**config.mk**
```make
export PLATFORM = sky130hd
export DESIGN_NAME = fm_window_packer_flat
export DESIGN_NICKNAME = d
export VERILOG_FILES = /design/src/rtl/cnn_pkg.sv /design/src/rtl/fm_window_packer_if.sv /design/src/rtl/fm_slot.sv /design/src/rtl/fm_window_packer.sv /design/src/flat_wrapper.sv
export SDC_FILE = /design/constraint.sdc
export NUM_CORES = 2
export LEC_CHECK = 0
export ABC_AREA = 1
export CAP_MARGIN = 30
export CORE_MARGIN = 2
export CORE_UTILIZATION = 60
export CTS_CLUSTER_DIAMETER = 100
export CTS_CLUSTER_SIZE = 20
export DETAILED_ROUTE_END_ITERATION = 6
export PLACE_DENSITY = 0.84
export REMOVE_ABC_BUFFERS = 1
export SYNTH_ARGS = -nofsm -noshare
export SYNTH_HDL_FRONTEND = slang
export SYNTH_SLANG_ARGS = --single-unit
```
**constraint.sdc**
```tcl
create_clock -name clk -period 5 [get_ports clk]
set_input_delay 0.5 -clock clk [delete_from_list [all_inputs] [get_ports clk]]
set_output_delay 0.5 -clock clk [all_outputs]
set_load 0.05 [all_outputs]
```
**src/rtl/cnn_pkg.sv**
```systemverilog
// Shared CNN definitions: feature-map word/window geometry and the packer FSM states.
package cnn_pkg;
   localparam int unsigned WORD_W  = 16;
   localparam int unsigned N_WORDS = 27;
   localparam int unsigned FM_W    = WORD_W * N_WORDS;
   localparam int unsigned CNT_W   = 5;

   localparam logic [CNT_W-1:0] LAST_IDX = CNT_W'(N_WORDS - 1);

   typedef enum logic {
      FILL = 1'b0,
      HOLD = 1'b1
   } pack_state_t;
endpackage

```
**src/rtl/fm_window_packer_if.sv**
```systemverilog
// Word-stream input and packed-window output of the feature-map packer.
interface fm_window_packer_if;
   import cnn_pkg::*;

   logic [WORD_W-1:0] in_data;
   logic              in_valid;
   logic              in_last;
   logic              in_ready;
   logic [FM_W-1:0]   fm_data;
   logic              fm_valid;
   logic              fm_short;
   logic              fm_ready;

   modport slave (
      input  in_data, in_valid, in_last, fm_ready,
      output in_ready, fm_data, fm_valid, fm_short
   );

   modport master (
      output in_data, in_valid, in_last, fm_ready,
      input  in_ready, fm_data, fm_valid, fm_short
   );
endinterface

```
**src/rtl/fm_slot.sv**
```systemverilog
// Single-entry valid/ready holding register; accepts a load whenever empty or drained this cycle.
module fm_slot #(
   parameter int unsigned W = 1
) (
   input  logic         clk,
   input  logic         rst_n,
   input  logic         load_valid,
   input  logic [W-1:0] load_data,
   output logic         load_ready,
   output logic [W-1:0] out_data,
   output logic         out_valid,
   input  logic         out_ready
);
   logic [W-1:0] data_q;
   logic         valid_q;

   assign load_ready = !valid_q || out_ready;
   assign out_data   = data_q;
   assign out_valid  = valid_q;

   always_ff @(posedge clk or negedge rst_n) begin
      if (!rst_n) begin
         data_q  <= '0;
         valid_q <= 1'b0;
      end else if (load_valid && load_ready) begin
         data_q  <= load_data;
         valid_q <= 1'b1;
      end else if (out_ready) begin
         valid_q <= 1'b0;
      end
   end
endmodule

```
**src/rtl/fm_window_packer.sv**
```systemverilog
// Packs 27 16-bit feature-map words MSB-first into one 432-bit window for Loop_cnn.
module fm_window_packer
   import cnn_pkg::*;
(
   input  logic               clk,
   input  logic               rst_n,
   fm_window_packer_if.slave  bus
);
   pack_state_t      state_q, state_d;
   logic [CNT_W-1:0] wcnt_q, wcnt_d;
   logic [FM_W-1:0]  fill_q, fill_d, win;
   logic             short_q, short_d;
   logic             in_ready_q, in_ready_d;
   logic             accept, close, win_short;
   logic             slot_ready, load_valid, slot_valid;
   logic [FM_W:0]    load_data, slot_data;

   assign accept    = bus.in_valid && in_ready_q;
   assign close     = accept && ((wcnt_q == LAST_IDX) || bus.in_last);
   assign win_short = (wcnt_q != LAST_IDX);

   // Fill register with the current word merged in; unwritten slots remain zero.
   always_comb begin
      win = fill_q;
      for (int unsigned k = 0; k < N_WORDS; k++) begin
         if (wcnt_q == CNT_W'(k)) begin
            win[FM_W-1-WORD_W*k -: WORD_W] = bus.in_data;
         end
      end
   end

   always_comb begin
      state_d    = state_q;
      wcnt_d     = wcnt_q;
      fill_d     = fill_q;
      short_d    = short_q;
      in_ready_d = 1'b1;
      load_valid = 1'b0;
      load_data  = {win_short, win};
      case (state_q)
         FILL: begin
            if (close) begin
               wcnt_d = '0;
               if (slot_ready) begin
                  load_valid = 1'b1;
                  load_data  = {win_short, win};
                  fill_d     = '0;
                  short_d    = 1'b0;
               end else begin
                  fill_d     = win;
                  short_d    = win_short;
                  state_d    = HOLD;
                  in_ready_d = 1'b0;
               end
            end else if (accept) begin
               fill_d = win;
               wcnt_d = wcnt_q + 1'b1;
            end
         end
         HOLD: begin
            // Slot is occupied here, so slot_ready is exactly the window handshake.
            in_ready_d = 1'b0;
            if (slot_ready) begin
               load_valid = 1'b1;
               load_data  = {short_q, fill_q};
               fill_d     = '0;
               short_d    = 1'b0;
               state_d    = FILL;
               in_ready_d = 1'b1;
            end
         end
      endcase
   end

   always_ff @(posedge clk or negedge rst_n) begin
      if (!rst_n) begin
         state_q    <= FILL;
         wcnt_q     <= '0;
         fill_q     <= '0;
         short_q    <= 1'b0;
         in_ready_q <= 1'b0;
      end else begin
         state_q    <= state_d;
         wcnt_q     <= wcnt_d;
         fill_q     <= fill_d;
         short_q    <= short_d;
         in_ready_q <= in_ready_d;
      end
   end

   fm_slot #(.W(FM_W + 1)) u_out_slot (
      .clk        (clk),
      .rst_n      (rst_n),
      .load_valid (load_valid),
      .load_data  (load_data),
      .load_ready (slot_ready),
      .out_data   (slot_data),
      .out_valid  (slot_valid),
      .out_ready  (bus.fm_ready)
   );

   assign bus.in_ready = in_ready_q;
   assign bus.fm_valid = slot_valid;
   assign bus.fm_data  = slot_data[FM_W-1:0];
   assign bus.fm_short = slot_data[FM_W];
endmodule

```
**src/flat_wrapper.sv**
```systemverilog
// flat-port wrapper written by rule: the top's interface ports become plain ports
module fm_window_packer_flat import cnn_pkg::*;
  (clk, rst_n, bus_in_data, bus_in_valid, bus_in_last, bus_fm_ready, bus_in_ready, bus_fm_data, bus_fm_valid, bus_fm_short);
  fm_window_packer_if bus_i ();
  input  logic clk;
  input  logic rst_n;
  input wire logic [$bits(bus_i.in_data)-1:0] bus_in_data;
  input wire logic [$bits(bus_i.in_valid)-1:0] bus_in_valid;
  input wire logic [$bits(bus_i.in_last)-1:0] bus_in_last;
  input wire logic [$bits(bus_i.fm_ready)-1:0] bus_fm_ready;
  output wire logic [$bits(bus_i.in_ready)-1:0] bus_in_ready;
  output wire logic [$bits(bus_i.fm_data)-1:0] bus_fm_data;
  output wire logic [$bits(bus_i.fm_valid)-1:0] bus_fm_valid;
  output wire logic [$bits(bus_i.fm_short)-1:0] bus_fm_short;
  assign bus_i.in_data = bus_in_data;
  assign bus_i.in_valid = bus_in_valid;
  assign bus_i.in_last = bus_in_last;
  assign bus_i.fm_ready = bus_fm_ready;
  assign bus_in_ready = bus_i.in_ready;
  assign bus_fm_data = bus_i.fm_data;
  assign bus_fm_valid = bus_i.fm_valid;
  assign bus_fm_short = bus_i.fm_short;
  fm_window_packer u_core (.clk(clk), .rst_n(rst_n), .bus(bus_i));
endmodule
```
==> metrics.md <==
| Metric | Value |
|---|---|
| Clock slew at the register clock pins of the worst setup and hold paths | `about 90 ps` |
| Worst hold path class | `register to register` |
| TritonRoute pass-1 iters | `7` |
| Average footprint of a synthesized cell | `a little over 7 um^2` |
| Routed wire length | `around 140000 um` |
| Estimated wirelength of the detail-placed design | `about 84000 um` |
| Period utilization | `between 60% and 70%` |
| Switching power as a share of total power | `a little over two fifths` |
| Fraction of layout cells with a size suffix above 1 | `3.123%` |
| Final total negative setup slack | `0 ps` |
| Power, Total | `20.96 mW` |
| Worst Path Required | `around 5600 ps` |
| Maximum clock insertion buffer count | `3` |
| Clock latency on the worst-skew pair | `640 ps` |
| H-tree depth | `2` |
| Layout overhead on the synthesized area | `13.33%` |
| Logic gate share of total power | `between 30% and 40%` |
| First-pass GRT wire length | `216800 um` |
| Die area | `around 0.075 mm^2` |
| Number of standard cells after synthesis | `slightly above 6000` |
| Maximum frequency from static timing analysis | `slightly below 0.3 GHz` |
| Setup-failing EPs final | `0` |
| Port Buffers | `between 400 and 500` |
| Antenna Violating Nets Remaining | `0` |
| Post-Synthesis Cell Area | `approximately 0.044 mm^2` |
| Core region area | `between 0.07 and 0.08 mm^2` |
| Initial Utilization | `between 60% and 70%` |
| Top-level I/O count | `approximately 460` |
| Number of synthesized register bits | `between 800 and 900` |
| Nets | `between 6000 and 7000` |
| Width of the die | `274.2 um` |
| Static leakage | `between 20 and 30 nW` |
| Number of global-route vias before repair | `slightly below 40000` |
| Inserted Diodes | `0` |
| Worst clock skew on the final layout | `~35 ps` |
| Total global-route track usage | `between 30% and 40%` |
| Maximum single-stage delay on the critical path | `710 ps` |
| Slew at the pin with the worst max-slew slack | `around 1200 ps` |
| Count of endpoints failing hold in the final timing report | `0` |
| Final Critical Period | `~3400 ps` |
| Maximum number of pins on one net before global-route repair | `242` |
| Clk root buf | `sky130_fd_sc_hd__clkbuf_16` |
| Max_cap viols | `0` |
| Iteration-0 DRC count of the detailed router | `between 6000 and 7000` |
| Failing checks | `DRC` |
| Design internal power | `roughly 12 mW` |
| Antenna violations before repair | `1` |
| Max-slew violation count | `0` |
| Max transition margin | `a little over a fifth` |
| Die H | `between 200 and 300 um` |
| Total CTS buffers | `between 40 and 50` |
| Wirelength per Cell | `19.43 um` |
| Largest driver fanout on the critical path | `110` |
| Mean number of vias per cell | `~6` |
| Critical path launch point type | `register` |
| Number of rows created at floorplan | `99` |
| Run status | `finished, violations left` |
| Routability congestion estimate | `~0.85` |
| Yosys Warn Count | `0` |
| Sequential cell area | `about 0.022 mm^2` |
| Total of fill cells in the finished design | `between 5000 and 6000` |
| Series of cell instances along the critical path | `inv_1, ha_1, nand2_1, inv_2, nand2_4, nand2_4, nand2_1, nand2_4, inv_8, buf_4, nand2_1, o21ai_0` |
| Sequential cell area fraction in the yosys report | `approximately half` |
| RSZ-0062 raised after global routing | `no` |
| Share of total power in the clock network | `a little under 20%` |
| Critical-path cell with the highest stage delay | `sky130_fd_sc_hd__inv_8` |
| Sequential share of power | `between 40% and 50%` |
| Type of destination of the critical path | `register` |
| WHS | `about 480 ps` |
| TritonCTS clock tree | `done` |
| Number of buffers added for setup after CTS | `0` |
| Total overflow reported by the global router | `0` |
| Number of sinks on the clock net | `approximately 870` |
| Area used by multi-input combinational logic | `0.01826 mm^2` |
| Power per standard cell area | `422.1 mW/mm^2` |
| Largest vdd supply drop | `between 0.4 and 0.5 mV` |
| Detailed-route via count | `42600` |
| Post-route DRC | `1` |
| Net load switching power | `8.780 mW` |
| Unique masters post-synth | `24` |
| Startpoint-to-endpoint class of the critical path | `register to register` |
| Data arrival time of the critical path | `between 3000 and 4000 ps` |
## cells by family (layout without fill, tap and decap cells)
logic type               after synthesis  in the layout  synth area share (%)
AND/OR/NAND/NOR                     3827           3827                 35.76
flip-flops                           874            874                 49.92
buffers and inverters                854           1034                 8.527
AO/OA/AOI/OAI                        471            471                 5.657
adder cells (fa/ha/maj)                5              5                0.1428
## sequential cells by signal (all words and copies together) (netlist names)
name and flops:
u_core.u_out_slot.out_data 433, u_core.fill_q 432, u_core.wcnt_q 5, u_core.bus.in_ready 1, u_core.short_q 1, u_core.state_q 1
u_core.u_out_slot.out_valid 1
## Yosys cell counts, drive strengths merged
master	instances	area share (%)
nand3	967	11
nor3	1	0.011
nand2	2824	24
clkbuf	171	1.5
buf	239	3.3
ha	5	0.14
clkinv	17	0.15
or2	17	0.24
a21oi	3	0.034
inv	427	3.7
o21ai	371	4.2
nor2	18	0.20
o22ai	97	1.4
dfrtp	874	50
## through the flow
step | worst slack, ps | cell area [um^2] | cells | util, %
finish | 1597 | 49660 | 7170 | 68.41
floorplan | -17700 | 41750 | 5621 | -
global placement | 1443 | 48330 | 7113 | 66.58
CTS | 1676 | 49660 | 7170 | 68.41
detailed placement | 1409 | 48390 | 7117 | 66.67
global route | 1433 | 49660 | 7170 | 68.41
## layout make-up
class                   count  share of cell area (%)
multi-input cells        4303                   36.78
flip-flops and latches    874                   44.05
clock inverters             3                 0.05292
well taps                 959                   2.416
repair buffers            538                   10.85
clock buffers              49                   2.469
inverters                 444                   3.387
## power groups by stage
stage	clock network [mW]	registers [mW]	logic, mW
3_3_place_gp	0	8.83	7.84
3_5_place_dp	0	8.84	8.01
5_1_grt	4.37	8.82	8.69
6_report	4.11	8.73	8.12
2_1_floorplan	0	11.1	2.95
4_1_cts	4.11	8.72	8.06
## per-layer routing
metal	share of wire, %	track usage (%)
met1	38	49.73
met3	11	7.216
met4	6.3	19.74
met5	0	0
met2	45	54.69
## worst max-delay path, delay by kind of cell, from the launching register on
kind            cells  cell delay (ps)
simple gates        6             1040
compound gates      1              100
buf+inv             4             1430
flops               1              390
fa+ha+maj           1              250
## final timing paths
| path | from | depth (start not counted) | endpoint | slack [ps] |
|---|---|---|---|---|
| hold reg to reg | u_core.u_out_slot.out_data[90]$_DFFE_PN0P_ | 2 | u_core.u_out_slot.out_data[90]$_DFFE_PN0P_ | 480 |
| max in group asynchronous | rst_n | 3 | u_core.u_out_slot.out_data[81]$_DFFE_PN0P_ | 3190 |
| setup / recovery | u_core.wcnt_q[0]$_DFFE_PN0P_ | 12 | u_core.fill_q[242]$_DFFE_PN0P_ | 1600 |
| min in group asynchronous | rst_n | 2 | u_core.u_out_slot.out_data[138]$_DFFE_PN0P_ | 500 |
| setup reg to reg | u_core.wcnt_q[0]$_DFFE_PN0P_ | 12 | u_core.fill_q[242]$_DFFE_PN0P_ | 1600 |
| hold / removal | u_core.u_out_slot.out_data[90]$_DFFE_PN0P_ | 2 | u_core.u_out_slot.out_data[90]$_DFFE_PN0P_ | 480 |
## layout by cell type (no fill, tap or decap), types with 4 or more instances in the layout
cell and n:
sky130_fd_sc_hd__buf_12 20, sky130_fd_sc_hd__buf_2 16, sky130_fd_sc_hd__buf_4 59, sky130_fd_sc_hd__clkbuf_16 49, sky130_fd_sc_hd__clkdlybuf4s50_1 438, sky130_fd_sc_hd__clkinv_1 18, sky130_fd_sc_hd__dfrtp_1 874, sky130_fd_sc_hd__ha_1 5
sky130_fd_sc_hd__inv_1 418, sky130_fd_sc_hd__inv_2 6, sky130_fd_sc_hd__nand2_1 2813, sky130_fd_sc_hd__nand2_2 4, sky130_fd_sc_hd__nand2_4 6, sky130_fd_sc_hd__nand3_1 967, sky130_fd_sc_hd__nor2_1 11, sky130_fd_sc_hd__nor2_2 4
sky130_fd_sc_hd__o21ai_0 215, sky130_fd_sc_hd__o21ai_1 156, sky130_fd_sc_hd__o22ai_1 97, sky130_fd_sc_hd__or2_2 17
## repair_timing
action	4_1_cts	5_1_grt
setup endpoints to repair	0	0
hold buffers	1	0
endpoints found under the hold margin	26	0
resized for setup	0	0
No activity file was read; power rests on OpenSTA's default activity.
